### src/rtl/crc_pkg.sv
// Shared types, CRC presets and helpers for the parametrised CRC engine.
package crc_pkg;

  typedef enum logic {IDLE, BUSY} state_t;

  // CRC-8 (SMBus flavour)
  localparam int        CRC8_W      = 8;
  localparam logic [7:0] CRC8_POLY  = 8'h07;
  localparam logic [7:0] CRC8_INIT  = 8'h00;
  localparam logic [7:0] CRC8_XOR   = 8'h00;
  localparam bit        CRC8_REFIN  = 1'b0;
  localparam bit        CRC8_REFOUT = 1'b0;

  // CRC-16-CCITT (FALSE variant)
  localparam int         CRC16_W      = 16;
  localparam logic [15:0] CRC16_POLY  = 16'h1021;
  localparam logic [15:0] CRC16_INIT  = 16'hFFFF;
  localparam logic [15:0] CRC16_XOR   = 16'h0000;
  localparam bit         CRC16_REFIN  = 1'b0;
  localparam bit         CRC16_REFOUT = 1'b0;

  // CRC-32 (Ethernet / zlib)
  localparam int         CRC32_W      = 32;
  localparam logic [31:0] CRC32_POLY  = 32'h04C11DB7;
  localparam logic [31:0] CRC32_INIT  = 32'hFFFFFFFF;
  localparam logic [31:0] CRC32_XOR   = 32'hFFFFFFFF;
  localparam bit         CRC32_REFIN  = 1'b1;
  localparam bit         CRC32_REFOUT = 1'b1;

  // Reverses the low w bits of v; the result is right-aligned, upper bits zero
  // as long as the bits of v above w are zero.
  function automatic logic [63:0] bit_reverse(input logic [63:0] v, input logic [6:0] w);
    logic [63:0] r;
    r = '0;
    for (int i = 0; i < 64; i++) begin
      r[i] = v[63-i];
    end
    return r >> (7'd64 - w);
  endfunction

endpackage

### src/rtl/crc_if.sv
// Framed input stream and result handshake between source, CRC engine and packetiser.
interface crc_if #(
  parameter int DATA_W = 8,
  parameter int CRC_W  = 8,
  parameter int LEN_W  = 16
);
  logic [DATA_W-1:0] s_data;
  logic              s_valid;
  logic              s_ready;
  logic              s_first;
  logic              s_last;
  logic [CRC_W-1:0]  crc_out;
  logic [LEN_W-1:0]  crc_len;
  logic              crc_valid;
  logic              crc_ready;
  logic              restart;

  modport slave (
    input  s_data, s_valid, s_first, s_last, crc_ready,
    output s_ready, crc_out, crc_len, crc_valid, restart
  );

  modport master (
    output s_data, s_valid, s_first, s_last, crc_ready,
    input  s_ready, crc_out, crc_len, crc_valid, restart
  );
endinterface

### src/rtl/crc_step.sv
// Combinational fold of one DATA_W-bit beat into a CRC_W-bit LFSR state,
// i.e. DATA_W serial shift steps unrolled into a single cycle.
module crc_step #(
  parameter int               CRC_W  = 8,
  parameter int               DATA_W = 8,
  parameter logic [CRC_W-1:0] POLY   = 8'h07,
  parameter bit               REFIN  = 1'b0
) (
  input  logic [CRC_W-1:0]  crc_in,
  input  logic [DATA_W-1:0] data,
  output logic [CRC_W-1:0]  crc_out
);

  logic [CRC_W-1:0] stage [DATA_W+1];

  assign stage[0] = crc_in;

  for (genvar gi = 0; gi < DATA_W; gi++) begin : g_step
    // REFIN feeds the beat LSB first, otherwise MSB first.
    localparam int BI = REFIN ? gi : DATA_W - 1 - gi;
    logic fb;
    assign fb           = stage[gi][CRC_W-1] ^ data[BI];
    assign stage[gi+1]  = {stage[gi][CRC_W-2:0], 1'b0} ^ (fb ? POLY : '0);
  end

  assign crc_out = stage[DATA_W];

endmodule

### src/rtl/crc_engine.sv
// Word-parallel CRC engine: frames beats from the input stream, folds each beat
// into the running CRC and hands the final CRC plus beat count downstream.
module crc_engine
  import crc_pkg::*;
#(
  parameter int               CRC_W   = 8,
  parameter int               DATA_W  = 8,
  parameter logic [CRC_W-1:0] POLY    = 8'h07,
  parameter logic [CRC_W-1:0] INIT    = 8'h00,
  parameter logic [CRC_W-1:0] XOR_OUT = 8'h00,
  parameter bit               REFIN   = 1'b0,
  parameter bit               REFOUT  = 1'b0,
  parameter int               LEN_W   = 16
) (
  input  logic clk,
  input  logic rst,
  crc_if.slave bus
);

  state_t            state, state_next;
  logic [CRC_W-1:0]  crc_reg, seed, fold, crc_rev, result;
  logic [LEN_W-1:0]  cnt_reg, cnt_next;
  logic [CRC_W-1:0]  out_crc_reg;
  logic [LEN_W-1:0]  out_len_reg;
  logic              valid_reg, restart_reg;
  logic              accept, frame_start, restart_next;

  // Input stalls only while a result is pending and not being taken this cycle.
  assign bus.s_ready   = !valid_reg || bus.crc_ready;
  assign bus.crc_out   = out_crc_reg;
  assign bus.crc_len   = out_len_reg;
  assign bus.crc_valid = valid_reg;
  assign bus.restart   = restart_reg;

  assign accept = bus.s_valid && bus.s_ready;

  always_comb begin
    state_next   = state;
    frame_start  = (state == IDLE) || bus.s_first;
    restart_next = 1'b0;
    if (accept) begin
      restart_next = (state == BUSY) && bus.s_first;
      state_next   = bus.s_last ? IDLE : BUSY;
    end
  end

  // A new frame always folds into INIT, never into the abandoned running value.
  assign seed     = frame_start ? INIT : crc_reg;
  assign cnt_next = frame_start ? LEN_W'(1) : ((&cnt_reg) ? cnt_reg : cnt_reg + 1'b1);

  crc_step #(
    .CRC_W  (CRC_W),
    .DATA_W (DATA_W),
    .POLY   (POLY),
    .REFIN  (REFIN)
  ) u_step (
    .crc_in  (seed),
    .data    (bus.s_data),
    .crc_out (fold)
  );

  assign crc_rev = CRC_W'(bit_reverse(64'(fold), 7'(CRC_W)));
  assign result  = (REFOUT ? crc_rev : fold) ^ XOR_OUT;

  always_ff @(posedge clk or posedge rst) begin
    if (rst) begin
      state       <= IDLE;
      crc_reg     <= INIT;
      cnt_reg     <= '0;
      out_crc_reg <= '0;
      out_len_reg <= '0;
      valid_reg   <= 1'b0;
      restart_reg <= 1'b0;
    end else begin
      state       <= state_next;
      restart_reg <= restart_next;
      if (accept) begin
        crc_reg <= bus.s_last ? INIT : fold;
        cnt_reg <= bus.s_last ? '0 : cnt_next;
      end
      // A last beat accepted in the same cycle as the old result keeps valid high.
      if (accept && bus.s_last) begin
        out_crc_reg <= result;
        out_len_reg <= cnt_next;
        valid_reg   <= 1'b1;
      end else if (bus.crc_ready) begin
        valid_reg   <= 1'b0;
      end
    end
  end

endmodule

### src/flat_wrapper.sv
// flat-port wrapper written by rule: the top's interface ports become plain ports
module crc_engine_flat import crc_pkg::*;
#(
  parameter int               CRC_W   = 8,
  parameter int               DATA_W  = 8,
  parameter logic [CRC_W-1:0] POLY    = 8'h07,
  parameter logic [CRC_W-1:0] INIT    = 8'h00,
  parameter logic [CRC_W-1:0] XOR_OUT = 8'h00,
  parameter bit               REFIN   = 1'b0,
  parameter bit               REFOUT  = 1'b0,
  parameter int               LEN_W   = 16
)
  (clk, rst, bus_s_data, bus_s_valid, bus_s_first, bus_s_last, bus_crc_ready, bus_s_ready, bus_crc_out, bus_crc_len, bus_crc_valid, bus_restart);
  crc_if #(.DATA_W(DATA_W), .CRC_W(CRC_W), .LEN_W(LEN_W)) bus_i ();
  input  logic clk;
  input  logic rst;
  input wire logic [$bits(bus_i.s_data)-1:0] bus_s_data;
  input wire logic [$bits(bus_i.s_valid)-1:0] bus_s_valid;
  input wire logic [$bits(bus_i.s_first)-1:0] bus_s_first;
  input wire logic [$bits(bus_i.s_last)-1:0] bus_s_last;
  input wire logic [$bits(bus_i.crc_ready)-1:0] bus_crc_ready;
  output wire logic [$bits(bus_i.s_ready)-1:0] bus_s_ready;
  output wire logic [$bits(bus_i.crc_out)-1:0] bus_crc_out;
  output wire logic [$bits(bus_i.crc_len)-1:0] bus_crc_len;
  output wire logic [$bits(bus_i.crc_valid)-1:0] bus_crc_valid;
  output wire logic [$bits(bus_i.restart)-1:0] bus_restart;
  assign bus_i.s_data = bus_s_data;
  assign bus_i.s_valid = bus_s_valid;
  assign bus_i.s_first = bus_s_first;
  assign bus_i.s_last = bus_s_last;
  assign bus_i.crc_ready = bus_crc_ready;
  assign bus_s_ready = bus_i.s_ready;
  assign bus_crc_out = bus_i.crc_out;
  assign bus_crc_len = bus_i.crc_len;
  assign bus_crc_valid = bus_i.crc_valid;
  assign bus_restart = bus_i.restart;
  crc_engine #(.CRC_W(CRC_W), .DATA_W(DATA_W), .POLY(POLY), .INIT(INIT), .XOR_OUT(XOR_OUT), .REFIN(REFIN), .REFOUT(REFOUT), .LEN_W(LEN_W)) u_core (.clk(clk), .rst(rst), .bus(bus_i));
endmodule
### config.mk
export PLATFORM = sky130hd
export DESIGN_NAME = crc_engine_flat
export DESIGN_NICKNAME = d
export VERILOG_FILES = /design/src/rtl/crc_pkg.sv /design/src/rtl/crc_if.sv /design/src/rtl/crc_step.sv /design/src/rtl/crc_engine.sv /design/src/flat_wrapper.sv
export SDC_FILE = /design/constraint.sdc
export NUM_CORES = 1
export LEC_CHECK = 0
export ABC_AREA = 1
export CAP_MARGIN = 15
export CELL_PAD_IN_SITES_DETAIL_PLACEMENT = 0
export CELL_PAD_IN_SITES_GLOBAL_PLACEMENT = 1
export CORE_MARGIN = 1
export CORE_UTILIZATION = 40
export CTS_BUF_LIST = sky130_fd_sc_hd__clkbuf_8
export DETAILED_ROUTE_END_ITERATION = 16
export MAX_ROUTING_LAYER = met4
export PLACE_DENSITY_LB_ADDON = 0.1
export SYNTH_ARGS = -nofsm -noshare
export SYNTH_HDL_FRONTEND = slang
export SYNTH_SLANG_ARGS = --single-unit
export TNS_END_PERCENT = 1
### constraint.sdc
create_clock -name clk -period 5 [get_ports clk]
set_clock_uncertainty 0.1 [all_clocks]
set_input_delay 1 -clock clk [delete_from_list [all_inputs] [get_ports clk]]
set_output_delay 1 -clock clk [all_outputs]
set_load 0.05 [all_outputs]
==> summary.md <==
| Metric | Value |
|---|---|
| Commonest cells post-synth | nand2_1, nand3_1, dfrtp_1 |
| Synth Register Bits | 51 |
| Main synth FF type | dfrtp_1 |
| RSZ-0062 raised after global routing | false |
| Final Non-Filler Cells | 518 |
| CTS Root Cell | clkbuf_8 |
| Cells after Synth | 382 |
| Final setup vio count | 0 |
| CTS Buf Count | 5 |
| Share of layout cells above drive strength 1 | 0.0806 |
| Crit-path cells | clkdlybuf4s50_1, inv_1, nand2_1, clkdlybuf4s50_1 |
| Via Count | 2481 |
| Final Core Density | 0.504 |
| Number of synthesized flops with an enable pin | 0 |
| Via density | 4.79 |
| Die X-Extent | 85.8 um |
| GRT Util Overall | 0.204 |
| Ant diodes | 0 |
| Final hold vios | 0 |
| Final Power | 1.06 mW |
| # Post-CTS Setup Buffers | 0 |
| Syn_nets | 397 |
| Total Neg Setup Slack | 0 ps |
| Worst slew pin tran | 519 ps |
| Post-route ant nets | 0 |
| CTS Hold Bufs | 0 |
| Die area | 7350 um2 |
| Most common cell in the netlist | nand2_1 |
| Cell mode on critical path | clkdlybuf4s50_1 |
| Final period util | 0.694 |
| Final #Nets | 436 |
| Final hold slack | 383 ps |
| Critical Path AT | 2370 ps |
| Critical-path top delay cell | clkdlybuf4s50_1 |
| Crit path time final | 3470 ps |
| MaxCap Viol Count | 0 |
| Mean Syn Cell Area | 7.35 um2 |
| Dpl hpwl | 4520 um |
| CP Class | input port to output pin |
| Clock-pin slew on the worst setup and hold paths | 100 ps |
| Achievable Freq | 288 MHz |
| Peak fanout along the critical path | 3 |
| Residual DRC count | 0 |
| Syn-to-layout area delta | 22.1% |
| Buf/Inv on CP | 3 |
| Placed Cells | 510 |
| Die Ht | 85.8 um |
| Routed WL | 6760 um |
| Power Density | 309 nW/um2 |
| Post-synthesis cell type count | 30 |
| Yosys warning count | 0 |
| Slew HR | 0.653 |
| CORE AREA | 6790 um2 |
| Register area share after synthesis | 0.455 |
| Top-area cell type share of the netlist area | 0.455 |
| Placer Congestion | 0.795 |
| CTS tree | done |
| Final Slew Violations | 0 |
| Hold Crit Class | register to register |
| Yosys top cell by area | dfrtp_1 |
| Pre-Repair DR Iteration Count | 4 |
| Htree depth | 2 |
| Crit path required time | 3900 ps |
| CTS sink count | 51 |
| LEAKAGE | 1.68 nW |
| Initial antenna violation count | 0 |
| Grt ovf | 0 |
| Row cnt | 30 |
| Synthesized area | 2810 um2 |
| Vias in the first global route | 2365 |
| Starting density of the core | 0.413 |
| Synth area leaders | dfrtp_1, nand2_1, nand3_1, inv_1, o21ai_0 |
| Element type at the critical path end | output pin |
| Wire per inst | 13.0 um |
| Post-cts sizing count | 0 |
| Io pins | 41 |
| FFs w/ async S/R, synth | 1.00 |
| 1st-iter DRT viols | 97 |
| Largest net degree at the start of global routing | 38 |
| Clock latency at the later pin of the worst-skew pair | 310 ps |
| CP top delay family | buffers and inverters |
| First-pass GRT wire length | 11400 um |
| Status | completed |
| Worst setup SP type | input port |
| Peak supply drop | 150 uV |
| Crit-path max cell delay | 800 ps |
| I/O Buffers | 40 |
| Clock Path Buffers | 2 |
## power by group
group / switching (mW) / internal [mW] / total (mW)
combinational: 0.192 / 0.0882 / 0.280
sequential: 0.0206 / 0.448 / 0.468
clock: 0.147 / 0.162 / 0.309
## final timing paths
check                                       from               endpoint  slack [ps]  cells past startpoint
min in group asynchronous                    rst  u_core.bus.crc_len[7]         840                      2
hold reg to reg            u_core.bus.crc_len[5]  u_core.bus.crc_len[5]         380                      2
hold / removal             u_core.bus.crc_len[5]  u_core.bus.crc_len[5]         380                      2
setup / recovery                   bus_crc_ready            bus_s_ready        1530                      4
setup reg to reg                    u_core.state  u_core.bus.crc_out[6]        2950                      9
max in group asynchronous                    rst  u_core.bus.crc_out[6]        3150                      3
## through the flow
stage | cell area (um2) | worst slack [ps]
6_report | 3430 | 1530
5_1_grt | 3430 | 1470
4_1_cts | 3430 | 1530
3_5_place_dp | 3310 | 1520
3_3_place_gp | 3310 | 1530
2_1_floorplan | 2810 | 2410
## final cells by class
cell class                 instances  area, um2
clock inverter                     2       35.0
inverter                          41        154
multi-input combinational        278       1330
clock buffer                       6       82.6
sequential                        51       1280
timing repair buffer              44        430
tap                               96        120
fill                             692       3370
## cell usage in the layout (no fill, tap or decap), types with 2 or more instances in the layout
cell type        instances
clkdlybuf4s50_1         40
o21ai_1                  6
nand2_1                143
inv_1                   33
nand2_2                  3
buf_4                    4
o22ai_1                  2
o21ai_2                  2
nand3_1                 62
nand4_1                  9
dfrtp_1                 51
nor3_1                   3
xor2_1                   6
nor2_1                  12
inv_2                    8
nor3_2                   2
nand3_2                  2
nand3b_1                 2
a21oi_1                  2
clkbuf_8                 6
o21ai_0                 13
## per-layer routing
metal  GRT usage  vias to the layer above  wire length [um]
met5           -                        -                 0
met1       0.255                     1137              3190
met3      0.0318                        5               209
li1            -                     1298                 -
met4      0.0576                        0                74
met2       0.345                       41              3280
## worst register-to-register path: stages (launching register included)
cell	delay, ps
dfrtp_1	450
inv_2	100
nor2_8	410
nand2_1	140
xor2_1	200
or2_1	250
nand2_1	90
nand2_1	70
nand3_1	80
nand2_1	60
## cells by family after synthesis
kind of cell    synth area share
fa+ha+maj                0.00446
flops                      0.455
buf+inv                   0.0722
simple gates               0.393
xor+xnor                  0.0245
compound gates            0.0508
Note: power is estimated with default switching activity, not from simulation.
